<file path="config.mk">
export PLATFORM = sky130hd
export DESIGN_NAME = mem_wb_forward_pipe
export DESIGN_NICKNAME = d
export VERILOG_FILES = /design/src/rtl/mem_wb_forward_pipe.sv
export SDC_FILE = /design/constraint.sdc
export NUM_CORES = 1
export LEC_CHECK = 0
export ABC_AREA = 1
export BUFFER_PORTS_ARGS = -buffer_cell sky130_fd_sc_hd__buf_2
export CAP_MARGIN = 30
export CORE_AREA = 4 4 424 426
export CTS_BUF_LIST = sky130_fd_sc_hd__clkbuf_4 sky130_fd_sc_hd__clkbuf_8
export DETAILED_ROUTE_END_ITERATION = 10
export DIE_AREA = 0 0 428 430
export PLACE_DENSITY = 0.3
export SLEW_MARGIN = 15
export SYNTH_ARGS = -nofsm -noshare
export SYNTH_HDL_FRONTEND = slang
export SYNTH_SLANG_ARGS = --single-unit
export TNS_END_PERCENT = 30
</file>
<file path="constraint.sdc">
create_clock -name clk -period 1.6 [get_ports clk]
set_clock_uncertainty 0.05 [all_clocks]
set_input_delay 0.24 -clock clk [delete_from_list [all_inputs] [get_ports clk]]
set_output_delay 0.24 -clock clk [all_outputs]
set_load 0.01 [all_outputs]
</file>
<file path="src/rtl/mem_wb_forward_pipe.sv">
// EX/MEM and MEM/WB pipeline registers feeding the forwarding unit.
// Inserts load-use bubbles, runs the load handshake with data memory,
// freezes upstream stages while a load waits, and abandons hung loads.
//
// Ports:
//   clk, rst_n                       clock, asynchronous active-low reset
//   ex_valid/ex_we/ex_wb_sel/ex_rd/ex_result   EX stage instruction
//   stall_in                         load-use stall request
//   mem_rvalid/mem_rdata             data memory read response
//   rd_mem/write_enable_mem/wb_sel_mem/result_mem   MEM stage register
//   rd_wb/write_enable_wb/result_wb  WB stage register
//   mem_req/mem_addr                 load request (combinational)
//   pipe_hold                        freeze PC/IF/ID/EX (combinational)
//   load_error                       sticky load timeout flag
module mem_wb_forward_pipe #(
    parameter int unsigned DATA_W       = 256,
    parameter int unsigned LOAD_TIMEOUT = 15
) (
    input  logic              clk,
    input  logic              rst_n,
    input  logic              ex_valid,
    input  logic              ex_we,
    input  logic              ex_wb_sel,
    input  logic [4:0]        ex_rd,
    input  logic [DATA_W-1:0] ex_result,
    input  logic              stall_in,
    input  logic              mem_rvalid,
    input  logic [DATA_W-1:0] mem_rdata,
    output logic [4:0]        rd_mem,
    output logic              write_enable_mem,
    output logic              wb_sel_mem,
    output logic [DATA_W-1:0] result_mem,
    output logic [4:0]        rd_wb,
    output logic              write_enable_wb,
    output logic [DATA_W-1:0] result_wb,
    output logic              mem_req,
    output logic [31:0]       mem_addr,
    output logic              pipe_hold,
    output logic              load_error
);

    localparam int unsigned RD_W   = 5;
    localparam int unsigned ADDR_W = 32;
    // Counter only has to reach LOAD_TIMEOUT-1
    localparam int unsigned CNT_W  = (LOAD_TIMEOUT > 2) ? $clog2(LOAD_TIMEOUT) : 1;

    typedef enum logic {ST_RUN, ST_WAIT} state_t;

    typedef struct packed {
        logic [RD_W-1:0]   rd;
        logic              we;
        logic              wb_sel;
        logic [DATA_W-1:0] result;
    } mem_stage_t;

    typedef struct packed {
        logic [RD_W-1:0]   rd;
        logic              we;
        logic [DATA_W-1:0] result;
    } wb_stage_t;

    state_t     state_q, state_d;
    logic [CNT_W-1:0] cnt_q, cnt_d;
    mem_stage_t mem_q, mem_d, ex_stage;
    wb_stage_t  wb_q, wb_d;
    logic       err_q, err_d;
    logic       mem_load;
    logic       timeout;

    // Request and hold are derived from the MEM register and the response
    always_comb begin
        mem_load  = mem_q.we & ~mem_q.wb_sel;
        mem_req   = mem_load;
        mem_addr  = mem_q.result[ADDR_W-1:0];
        pipe_hold = mem_req & ~mem_rvalid;
        timeout   = pipe_hold & (cnt_q == CNT_W'(LOAD_TIMEOUT - 1));
    end

    // Incoming EX instruction as a MEM stage entry
    always_comb begin
        ex_stage.rd     = ex_rd;
        ex_stage.we     = ex_valid & ex_we;
        ex_stage.wb_sel = ex_wb_sel;
        ex_stage.result = ex_result;
    end

    // Next-state and stage register update
    always_comb begin
        state_d   = state_q;
        cnt_d     = cnt_q;
        mem_d     = mem_q;
        err_d     = err_q;
        wb_d.rd     = mem_q.rd;
        wb_d.we     = mem_q.we;
        wb_d.result = mem_q.result;

        if (!mem_load) begin
            mem_d   = stall_in ? '0 : ex_stage;
            cnt_d   = '0;
            state_d = ST_RUN;
        end else if (mem_rvalid) begin
            // Load completes (zero-wait or after waiting)
            wb_d.we     = 1'b1;
            wb_d.result = mem_rdata;
            mem_d       = stall_in ? '0 : ex_stage;
            cnt_d       = '0;
            state_d     = ST_RUN;
        end else if (timeout) begin
            // Upstream was held this cycle, so EX is re-presented: MEM takes a bubble
            wb_d.we     = 1'b1;
            wb_d.result = '0;
            mem_d       = '0;
            err_d       = 1'b1;
            cnt_d       = '0;
            state_d     = ST_RUN;
        end else begin
            // Still waiting: hold MEM, bubble into WB
            wb_d    = '0;
            cnt_d   = cnt_q + CNT_W'(1);
            state_d = ST_WAIT;
        end
    end

    always_ff @(posedge clk or negedge rst_n) begin
        if (!rst_n) begin
            state_q <= ST_RUN;
            cnt_q   <= '0;
            mem_q   <= '0;
            wb_q    <= '0;
            err_q   <= 1'b0;
        end else begin
            state_q <= state_d;
            cnt_q   <= cnt_d;
            mem_q   <= mem_d;
            wb_q    <= wb_d;
            err_q   <= err_d;
        end
    end

    assign rd_mem           = mem_q.rd;
    assign write_enable_mem = mem_q.we;
    assign wb_sel_mem       = mem_q.wb_sel;
    assign result_mem       = mem_q.result;
    assign rd_wb            = wb_q.rd;
    assign write_enable_wb  = wb_q.we;
    assign result_wb        = wb_q.result;
    assign load_error       = err_q;

endmodule

</file>
### Word-level counts from Yosys, hierarchy flattened

Cells that the tools add are included.

| operators by class | value |
|---|---|
| add/subtract/negate cells | 1 |
| equal/unequal tests | 2 |
| mux-type cells | 12 |
| bitwise gates (word level) | 6 |
| reduce and logical (&&, ||, !) cells | 1 |

Operators with widths:

| kind | number |
|---|---|
| $mux 263 | 4 |
| $mux 257 | 2 |
| $mux 262 | 1 |
| $mux 4 | 3 |
| $mux 5 | 2 |
| $add 4x1->4 const B | 1 |
| $and 1x1->1 | 4 |
| $eq 4x4->1 const B | 1 |
| $ne 3x2->1 const B | 1 |
| $reduce_and 3->1 | 1 |
| $not 1->1 | 2 |

| storage, ports and cells | value |
|---|---|
| bits in registers | 530 |
| input port bits | 524 |
| output and inout port bits | 560 |
| logic and storage cells | 31 |

### Depth between registers and ports, before layout

Gate-level depths: netlist of the first run.

| depth | value |
|---|---|
| depth in word-level cells | 7 |
| depth in mapped cells | 9 |
| depth with buffers taken out | 7 |

### Worst setup path before layout of the first run

Ideal clock, no wire load.

| path | value |
|---|---|
| path type | reg2reg |
| start point | register cnt_q[0] |
| end point | register mem_q (netlist bit result_mem[214]) |
| setup time | 117 ps |
| data arrival time | 1300 ps |
| data required time | 1433 ps |
| path slack | 133 ps |
| stages on the path, launching flop included | 10 |
| path buffers | 2 |
| clock period less this slack | 1467 ps |
| path through | dfrtp_1 inv_1 ha_1 nand3_1 inv_1 nor2_8 buf_4 buf_4 nand2_1 nand2_1 |

| on the way | value |
|---|---|
| cells in the longest elaborated chain, start to end | 3 |

RTL lines:

| element | RTL line | RTL |
|---|---|---|
| start, declared | 63 | `logic [CNT_W-1:0] cnt_q, cnt_d;` |
| start signal, assigned | 133 | `cnt_q <= cnt_d;` |
| $eq 4x4->1 | 76 | `timeout = pipe_hold & (cnt_q == CNT_W'(LOAD_TIMEOUT - 1));` |
| $and 1x1->1 | 76 |  |
| $ne 3x2->1 (no source line) | -- |  |
| end signal, assigned | 134 | `mem_q <= mem_d;` |
| end, declared | 64 | `mem_stage_t mem_q, mem_d, ex_stage;` |

No other way between the ends.
A chain may end at the register's enable or synchronous reset.

### Final worst setup path of the first run

| path | value |
|---|---|
| start point | register mem_q (netlist bit wb_sel_mem) |
| end point | output mem_req |

| on the way | value |
|---|---|
| cells in the longest elaborated chain, start to end | 2 |

RTL lines:

| element | RTL line | RTL |
|---|---|---|
| $not 1->1 | 72 | `mem_load = mem_q.we & ~mem_q.wb_sel;` |
| $and 1x1->1 | 72 |  |
| end, declared | 36 | `output logic mem_req,` |

No other way between the ends.

==> impl_metrics.csv, run 1 <==
group,metric,value,unit
run_status,outcome,"complete, but fails checks",
run_status,violations,"negative setup slack",
synthesis,seq_area_frac_synth,63.0,%
clock_network,cts.path.max_buffers,3,
min_path,worstHoldPathType,"in -> reg",
drt,drt_iter0_markers,1482,
worst_setup_path,critPathMaxFanout,2,
timing,worst_slack,-0.507,ns
place,place_area,30400,um^2
timing,drv_slew,0,
global_routing,grt_pass1_wl,202000,um
clock_network,insertion_delay,0.87,ns
global_routing,gr-usage-all-layers,15.3,%
drt,route.detailed.drc,0,
drt,wl,154000,um
floorplan,rows,154,
synthesis,netlist-cell-type-count,20,
floorplan,dieArea,184000,um^2
final_layout,fillCellCount,19100,
clock_network,htreeDepth,3,
synthesis,synth_cells,2325,
global_routing,grt_max_degree,82,
drt,routed_via_density,3.68,
worst_setup_path,critPathArrivalTime,1.82,ns
clock_network,path_clk_slew,0.06,ns
worst_setup_path,cp_top_family,"buffers and inverters",
worst_setup_path,path_cells,"inv_2, nand2_8, buf_16, buf_16, clkinv_4, buf_6",
synthesis,yosysTopAreaCell,"dfrtp_1",
clock_network,cts_buffers,112,
final_layout,layout.nets,5002,
worst_setup_path,cp-start-kind,"register",
place,dp_hpwl,109000,um
timing,worst_pin_slew,0.577,ns
place,place_congestion,0.849,
clock_network,cts_tree,"done",
floorplan,pin_count,1084,
timing,fmax,475,MHz
global_routing,overflow,0,
drt,route.met2.wl,76300,um
power_and_ir_drop,p_leak,22.8,nW
timing,relSlewSlack,61.4,%
worst_setup_path,r2r_start,"wb_sel_mem$_DFFE_PN0P_",
place,place_ws,-0.380,ns
synthesis,netlist_area,21000,um^2
global_routing,grt_antenna_before_repair,15,
final_layout,drive_above_1_share,44.6,%
synthesis,yosysWarningCount,0,
synthesis,synth-seq-cells,530,
floorplan,dieWidth,428,um
drt,via_count,25400,
drt,route.met3.wl,9010,um
worst_setup_path,end_kind,"output pin",
worst_setup_path,critical_path.max_stage_delay,0.38,ns
run,drv_cap,0,
synthesis,synth_nets,2851,
timing,rsz0062_at_grt,"true",
drt,antenna_left,0,
final_layout,areaGrowthSynthToFinish,118,%
floorplan,initial_core_util,12.0,%
timing,fin_crit,2.11,ns
floorplan,die_h,430,um
drt,dr.max_layer_used,"met4",
floorplan,core,176000,um^2
power_and_ir_drop,power,40.8,mW
power_and_ir_drop,power.density,887,nW/um^2
timing,min_period_over_period,132,%
place,port_buffers,1083,
global_routing,grt_pass1_vias,26500,
final_layout,fin_area,46000,um^2
timing,setup_viol,998,
min_path,hold_start,"ex_result[210]",
worst_setup_path,critical_path_class,"reg -> out",
worst_setup_path,critPathBufInv,5,
drt,firstDrtPassIters,8,
synthesis,syn_area_per_cell,9.05,um^2
power_and_ir_drop,irDropWorstVdd,0.000612,V
synthesis,yosysTopAreaCellShare,63.0,%
worst_setup_path,cp_data_required_time,1.31,ns
clock_network,cts_root_buffer,"clkbuf_8",
worst_setup_path,startpoint,"wb_sel_mem$_DFFE_PN0P_",
drt,met1Wirelength,61700,um
drt,post_drt_wl_per_cell,22.2,um
clock_network,cts.sinks,530,
synthesis,synth_area_leaders,"dfrtp_1, nand2_1, nand3_1",
worst_setup_path,slowest_stage,"dfrtp_1",
timing,finalHoldViolCount,0,
worst_setup_path,path_common_cell,"buf_16",
[path summary, 6_finish.rpt]
path	end	slack, ns	cells after the start
max	mem_req	-0.51	6
max in group asynchronous	result_mem[166]$_DFFE_PN0P_	0.16	6
min reg2reg	load_error$_DFFE_PN0P_	0.42	1
min in group asynchronous	result_mem[17]$_DFFE_PN0P_	0.56	4
min	result_mem[210]$_DFFE_PN0P_	0.13	4
max reg2reg	result_wb[51]$_DFF_PN0_	-0.42	12
[cells in the final DEF (no fill, tap or decap)]
cell	instances
inv_8	2
nor2_8	1
buf_12	76
ha_1	2
clkinvlp_4	2
o21ai_0	99
buf_6	250
nand2_4	65
a21boi_0	1
xnor2_1	1
buf_8	20
buf_4	276
clkbuf_4	37
dfrtp_1	435
nand3_1	264
o21bai_1	1
o21ai_4	32
nand2_1	926
nand2_8	3
o21ai_1	54
inv_2	2
buf_2	852
clkbuf_8	136
inv_6	1
o21ai_2	72
nor2_4	2
bufinv_16	2
clkinv_4	1
dfrtp_2	95
dlygate4sd3_1	723
clkinv_8	3
clkbuf_16	33
nand2_2	46
buf_16	10
clkinv_2	11
nor2_1	11
diode_2	9
inv_1	8
[per-stage QoR]
step	std cells	util, %	hold WS, ns	TNS, ns
after floorplan	2325	-	-0.106	0
after global placement	5734	17.3	0.0796	-2.02
after detailed placement	5734	17.3	0.0759	-2.19
after CTS	6812	24.4	0.000124	-196.95
after global routing	6902	26.2	0.0457	-218.45
final	6904	26.2	0.134	-108.44
[Yosys cell counts]
cell and count:
ha_1 2, nor2_1 12, inv_2 1, buf_6 3
o21ai_0 257, a21boi_0 1, nor2_8 1, xnor2_1 1
dfrtp_1 530, nor2_4 1, nand3_1 264, o21bai_1 1
buf_2 77, buf_4 56, inv_1 11, buf_1 3
nand2_4 1, clkbuf_1 64, nand2_1 1038, nand2_2 1
[routing by layer]
| layer | vias to the layer above | GRT usage, % |
|---|---|---|
| met2 | 828 | 26.0 |
| met3 | 281 | 4.24 |
| met5 | - | 0 |
| li1 | 11800 | - |
| met4 | 0 | 6.31 |
| met1 | 12500 | 18.0 |
[cell families (layout without fill, tap and decap cells)]
kind of cell             Yosys count  in the layout  share of synthesized area (%)
AND/OR/NAND/NOR                 1318           1318                           25.2
flip-flops                       530            530                           63.0
AO/OA/AOI/OAI                    259            259                           6.18
buffers and inverters            215           2445                           5.40
adder cells (fa/ha/maj)            2              2                          0.119
XOR/XNOR                           1              1                         0.0416
other                              0              9                              0
[repair_timing]
action / CTS / global route
hold buffers: 724 / 1
endpoints found under the setup margin: 761 / 1067
pin swaps: 2 / 11
setup buffers: 160 / 61
gates cloned: 3 / 46
endpoints found under the hold margin: 1055 / 14
resized for setup: 459 / 580
[state kept, by name (all words and copies together) (netlist names)]
register and flops:
result_mem 256, result_wb 256, rd_mem 5, rd_wb 5
cnt_q 4, load_error 1, wb_sel_mem 1, write_enable_mem 1
write_enable_wb 1
[where the power goes]
| part | total [mW] | switching (mW) | internal (mW) |
|---|---|---|---|
| logic | 9.64 | 4.72 | 4.91 |
| clock network | 15.8 | 6.99 | 8.81 |
| registers | 15.4 | 0.887 | 14.5 |
[worst reg2reg max path, stage by stage, from the launching register on]
cell	delay, ns
dfrtp_1	0.38
inv_2	0.10
nand2_8	0.07
buf_16	0.14
buf_4	0.14
buf_8	0.12
buf_16	0.15
buf_12	0.17
buf_12	0.14
clkbuf_16	0.18
nand2_4	0.06
o21ai_2	0.06
buf_4	0.13
[area by class of cell]
type | count | area, um^2 | area share (%)
inverters | 12 | 57.6 | 0.125
diodes | 9 | 22.5 | 0.0490
clock buffers | 173 | 2150 | 4.68
well taps | 2340 | 2930 | 6.37
multi-input cells | 1580 | 7930 | 17.2
flip-flops and latches | 530 | 13400 | 29.1
clock inverters | 20 | 199 | 0.433
repair buffers | 2240 | 19300 | 42.0
No activity file was read; power rests on OpenSTA's default activity.
==> run 2, diff against run 1 <==
- GPL_TIMING_DRIVEN: default -> 0
==> impl_metrics.csv, run 2 (same netlist as run 1, synthesis figures left out) <==
group,metric,value,unit
worst_setup_path,reg2reg_to,"result_wb[19]$_DFF_PN0_",
power_and_ir_drop,irDropWorstVdd,0.000647,V
clock_network,cts.path.max_buffers,3,
clock_network,path_clk_slew,0.07,ns
power_and_ir_drop,p_clk_share,40.6,%
global_routing,grt_antenna_before_repair,18,
clock_network,cts.sinks,530,
clock_network,insertion_delay,0.85,ns
worst_setup_path,r2r_start,"wb_sel_mem$_DFFE_PN0P_",
timing,worst_pin_slew,0.842,ns
floorplan,rows,154,
worst_setup_path,critical_path_class,"reg -> out",
floorplan,dieArea,184000,um^2
drt,routed_via_density,3.70,
worst_setup_path,reg2reg_depth,8,
timing,fin_crit,2.21,ns
min_path,worstHoldPathType,"in -> async",
drt,route.detailed.drc,0,
final_layout,drive_above_1_share,41.2,%
timing,rsz0062_at_grt,"true",
timing,min_period_over_period,138,%
final_layout,layout_common_cells,"buf_2, nand2_1, dlygate4sd3_1",
power_and_ir_drop,p_comb_share,21.4,%
timing,setup_viol,1024,
worst_setup_path,reg2reg_slack,-0.36,ns
final_layout,fin_area,42900,um^2
global_routing,gr-usage-all-layers,16.8,%
floorplan,die_h,430,um
run_status,violations,"negative hold slack, negative setup slack",
worst_setup_path,cp_data_required_time,1.31,ns
clock_network,cts_hold_buf,619,
worst_setup_path,end_kind,"output pin",
clock_network,htreeDepth,3,
timing,worst_slack,-0.610,ns
timing,fmax,453,MHz
clock_network,cts_root_buffer,"clkbuf_8",
worst_setup_path,critPathMaxFanout,3,
timing,relSlewSlack,43.9,%
worst_setup_path,cp-start-kind,"register",
place,port_buffers,1082,
run_status,outcome,"complete, but fails checks",
place,place_ws,-1.29,ns
clock_network,cts_buffers,115,
floorplan,core,176000,um^2
power_and_ir_drop,power,40.2,mW
floorplan,dieWidth,428,um
worst_setup_path,critPathArrivalTime,1.92,ns
drt,drt_iter0_markers,1540,
place,place_congestion,0.880,
timing,finalHoldViolCount,226,
place,dp_hpwl,124000,um
final_layout,fillCellCount,19500,
place,place_area,29600,um^2
power_and_ir_drop,sw_frac_of_total,31.4,%
floorplan,pin_count,1084,
final_layout,mostFrequentLayoutCell,"buf_2",
final_layout,areaGrowthSynthToFinish,104,%
drt,wl,163000,um
drt,via_count,24800,
power_and_ir_drop,power.density,938,nW/um^2
power_and_ir_drop,p_leak,21.6,nW
run,drv_cap,0,
drt,post_drt_wl_per_cell,24.3,um
drt,antenna_left,0,
global_routing,grt_pass1_vias,26200,
power_and_ir_drop,intPower,27.6,mW
floorplan,initial_core_util,12.0,%
power_and_ir_drop,switchingPower,12.6,mW
global_routing,grt_pass1_wl,218000,um
clock_network,cts_tree,"done",
drt,firstDrtPassIters,5,
power_and_ir_drop,power.share.sequential,38.0,%
timing,drv_slew,0,
timing,whs,-0.628,ns
global_routing,grt_max_degree,85,
global_routing,overflow,0,
final_layout,layout.nets,4795,
==> run 2: changes by cell type in the layout (fill, tap and decap cells not counted), sizes merged, moves of 2 or more <==
cell | previous run | this run
dlygate4sd3 | 723 | 618
diode | 9 | 11
buf | 1484 | 1317
clkbuf | 206 | 278
clkinv | 15 | 11
==> run 2: layout make-up <==
type	instances	area, um^2	share of cell area [%]
plain buffers	202	2290	5.34
diodes	11	27.5	0.0642
multi-input cells	1580	7780	18.1
clock buffers	185	2260	5.28
inverters	12	55.1	0.128
flip-flops and latches	530	13300	31.1
repair buffers	1828	14100	32.8
well taps	2340	2930	6.83
clock inverters	17	154	0.359
==> run 2: through the flow <==
stage	utilization [%]	instances	hold slack (ns)	setup TNS, ns
6_report	24.4	6705	-0.628	-136.78
5_1_grt	24.4	6699	-0.692	-261.31
4_1_cts	23.1	6613	-0.773	-228.73
3_5_place_dp	16.9	5759	0.275	-428.44
3_3_place_gp	16.7	5747	0.411	-7327.06
2_1_floorplan	-	2325	-0.106	0
==> run 2: power by group through the flow <==
stage          combinational, mW  sequential, mW  clock (mW)
6_report                    8.62            15.3        16.3
2_1_floorplan               1.54            15.7           0
4_1_cts                     8.20            15.3        17.2
3_5_place_dp                5.90            15.4           0
5_1_grt                     9.27            15.4        17.7
3_3_place_gp                5.84            15.5           0
==> run 2: how the worst max path moves through the flow <==
stage / slack, ns / depth (start not counted) / endpoint / from
3_5_place_dp: -1.29 / 5 / result_wb[78]$_DFF_PN0_ / wb_sel_mem$_DFFE_PN0P_
6_report: -0.61 / 5 / pipe_hold / wb_sel_mem$_DFFE_PN0P_
5_1_grt: -0.81 / 5 / pipe_hold / wb_sel_mem$_DFFE_PN0P_
3_3_place_gp: -13.35 / 1 / result_wb[210]$_DFF_PN0_ / rst_n
2_1_floorplan: 0.13 / 9 / result_mem[214]$_DFFE_PN0P_ / cnt_q[0]$_DFF_PN0_
4_1_cts: -0.87 / 5 / pipe_hold / wb_sel_mem$_DFFE_PN0P_
==> run 2: worst max-delay path, cell delays in order, from the launching register on <==
cell	delay, ns
dfrtp_2	0.43
inv_4	0.08
nand2_8	0.08
buf_12	0.14
nor2_4	0.16
buf_6	0.16
==> run 2: per-layer routing <==
layer	vias to the layer above	GRT usage [%]	part of all wire, %
met4	4	4.66	2.9
met2	795	29.1	50
met1	12500	20.6	42
li1	11400	-	-
met3	227	3.98	5.4
met5	-	0	0.014
==> run 2: what timing repair did <==
item                                    in CTS  in global routing
buffers inserted                            26                 60
hold endpoints to repair                   755                200
endpoints found under the setup margin    1088               1090
cloned                                       8                 21
pin swaps                                   15                 30
gates resized for setup                    577                343
==> run 3, diff against run 2 <==
- MAX_ROUTING_LAYER: default -> met4
==> impl_metrics.csv, run 3 (same netlist as run 1, synthesis figures left out) <==
group,metric,value,unit
clock_network,path_clk_slew,0.07,ns
timing,final.setup.tns,-155.44,ns
run_status,violations,"negative hold slack, negative setup slack",
final_layout,areaGrowthSynthToFinish,111,%
worst_setup_path,critPathCapture,"pipe_hold",
drt,antenna_left,0,
global_routing,grt_pass1_wl,218000,um
worst_setup_path,r2r_start,"wb_sel_mem$_DFFE_PN0P_",
floorplan,dieArea,184000,um^2
drt,route.met3.wl,8050,um
global_routing,gr-usage-all-layers,17.3,%
clock_network,cts_root_buffer,"clkbuf_8",
timing,setup_viol,1056,
drt,post_drt_wl_per_cell,24.5,um
run,drv_cap,0,
floorplan,die_h,430,um
place,place_congestion,0.895,
drt,firstDrtPassIters,5,
worst_setup_path,critical_path_class,"reg -> out",
worst_setup_path,critPathArrivalTime,1.93,ns
place,port_buffers,1082,
worst_setup_path,end_kind,"output pin",
clock_network,cts.path.max_buffers,3,
final_layout,layout_common_cells,"nand2_1, buf_2, dlygate4sd3_1",
drt,met1Wirelength,70400,um
final_layout,drive_above_1_share,43.2,%
power_and_ir_drop,p_comb_share,22.3,%
timing,fmax,450,MHz
drt,via_count,25200,
drt,wl,166000,um
global_routing,overflow,0,
clock_network,htreeDepth,3,
worst_setup_path,critical_path_cell_count,5,
floorplan,dieWidth,428,um
worst_setup_path,startpoint,"wb_sel_mem$_DFFE_PN0P_",
place,dp_hpwl,124000,um
worst_setup_path,cp-start-kind,"register",
timing,worst_slack,-0.621,ns
worst_setup_path,cp_data_required_time,1.31,ns
power_and_ir_drop,p_leak,22.2,nW
power_and_ir_drop,switchingPower,12.8,mW
global_routing,grt_max_degree,85,
clock_network,cts_tree,"done",
timing,fin_crit,2.22,ns
clock_network,cts.sinks,530,
floorplan,initial_core_util,12.0,%
timing,drv_slew,0,
power_and_ir_drop,irDropWorstVdd,0.000654,V
power_and_ir_drop,power.density,917,nW/um^2
worst_setup_path,reg2reg_to,"result_mem[53]$_DFFE_PN0P_",
run_status,outcome,"complete, but fails checks",
clock_network,cts_buffers,115,
drt,route.detailed.drc,0,
worst_setup_path,reg2reg_slack,-0.38,ns
drt,dr.max_layer_used,"met4",
power_and_ir_drop,power,40.8,mW
min_path,worstHoldPathType,"in -> async",
drt,drt_iter0_markers,1624,
clock_network,cts_hold_buf,619,
timing,worst_pin_slew,0.753,ns
timing,finalHoldViolCount,235,
timing,rsz0062_at_grt,"true",
timing,min_period_over_period,139,%
final_layout,mostFrequentLayoutCell,"nand2_1",
final_layout,layout.nets,4870,
worst_setup_path,cp_top_family,"flip-flops",
worst_setup_path,reg2reg_depth,12,
drt,routed_via_density,3.72,
worst_setup_path,slowest_stage,"dfrtp_2",
floorplan,rows,154,
global_routing,grt_pass1_vias,26200,
worst_setup_path,critical_path.max_stage_delay,0.43,ns
power_and_ir_drop,power.share.sequential,37.5,%
worst_setup_path,critPathMaxFanout,3,
global_routing,grt_antenna_before_repair,19,
worst_setup_path,critPathBufInv,3,
power_and_ir_drop,intPower,28.0,mW
timing,whs,-0.622,ns
drt,route.met2.wl,83200,um
floorplan,pin_count,1084,
timing,relSlewSlack,49.8,%
power_and_ir_drop,p_clk_share,40.1,%
clock_network,insertion_delay,0.86,ns
worst_setup_path,path_cells,"inv_4, nand2_8, buf_12, nor2_4, buf_6",
floorplan,core,176000,um^2
power_and_ir_drop,sw_frac_of_total,31.4,%
run 3: cell types whose count changed in the layout (fill, tap and decap cells not counted), moves of 20 or more:
cell     previous run  this run
buf_6             158       218
buf_2            1018       954
nand2_1          1007       987
buf_4              68       118
run 3: area by class of cell:
class | instances | area, um^2
fillers | 19400 | 131000
repair buffers | 1903 | 15400
flip-flops and latches | 530 | 13400
multi-input cells | 1580 | 7870
well taps | 2340 | 2930
plain buffers | 202 | 2410
clock buffers | 185 | 2260
clock inverters | 17 | 154
inverters | 12 | 55.1
diodes | 18 | 45.0
run 3: repair_timing:
| item | in CTS | in global routing |
|---|---|---|
| gates resized for setup | 577 | 544 |
| gates cloned | 8 | 38 |
| setup buffers | 26 | 120 |
| hold endpoints to repair | 755 | 200 |
| endpoints found under the setup margin | 1088 | 1091 |
| pin swaps | 15 | 29 |
run 3: worst min path at each step:
stage / from / end
4_1_cts: rst_n / result_wb[71]$_DFF_PN0_
6_report: rst_n / result_mem[99]$_DFFE_PN0P_
3_5_place_dp: rst_n / result_wb[69]$_DFF_PN0_
2_1_floorplan: rst_n / cnt_q[0]$_DFF_PN0_
5_1_grt: rst_n / result_wb[71]$_DFF_PN0_
3_3_place_gp: load_error$_DFFE_PN0P_ / load_error$_DFFE_PN0P_
run 3: per-stage QoR:
stage	setup WS (ns)	util (%)	cell area (um^2)	instances	hold WS, ns
floorplan	0.133	-	21000	2325	-0.106
global placement	-13.35	16.7	29400	5747	0.411
detailed placement	-1.29	16.9	29600	5759	0.275
CTS	-0.875	23.1	40700	6613	-0.773
global route	-0.808	25.3	44400	6779	-0.696
finish	-0.621	25.3	44500	6787	-0.622
run 3: metal layers:
metal / global-route usage (%) / vias to the layer above
li1: - / 11500
met1: 20.9 / 12600
met2: 29.2 / 839
met3: 3.66 / 241
met4: 4.49 / 0
met5: - / -
run 3: power groups by stage:
stage	Clock, mW	Sequential (mW)	Combinational [mW]
after floorplan	0	15.7	1.54
after global placement	0	15.5	5.84
after detailed placement	0	15.4	5.90
after CTS	17.2	15.3	8.20
after global routing	17.7	15.4	9.76
final	16.4	15.3	9.11
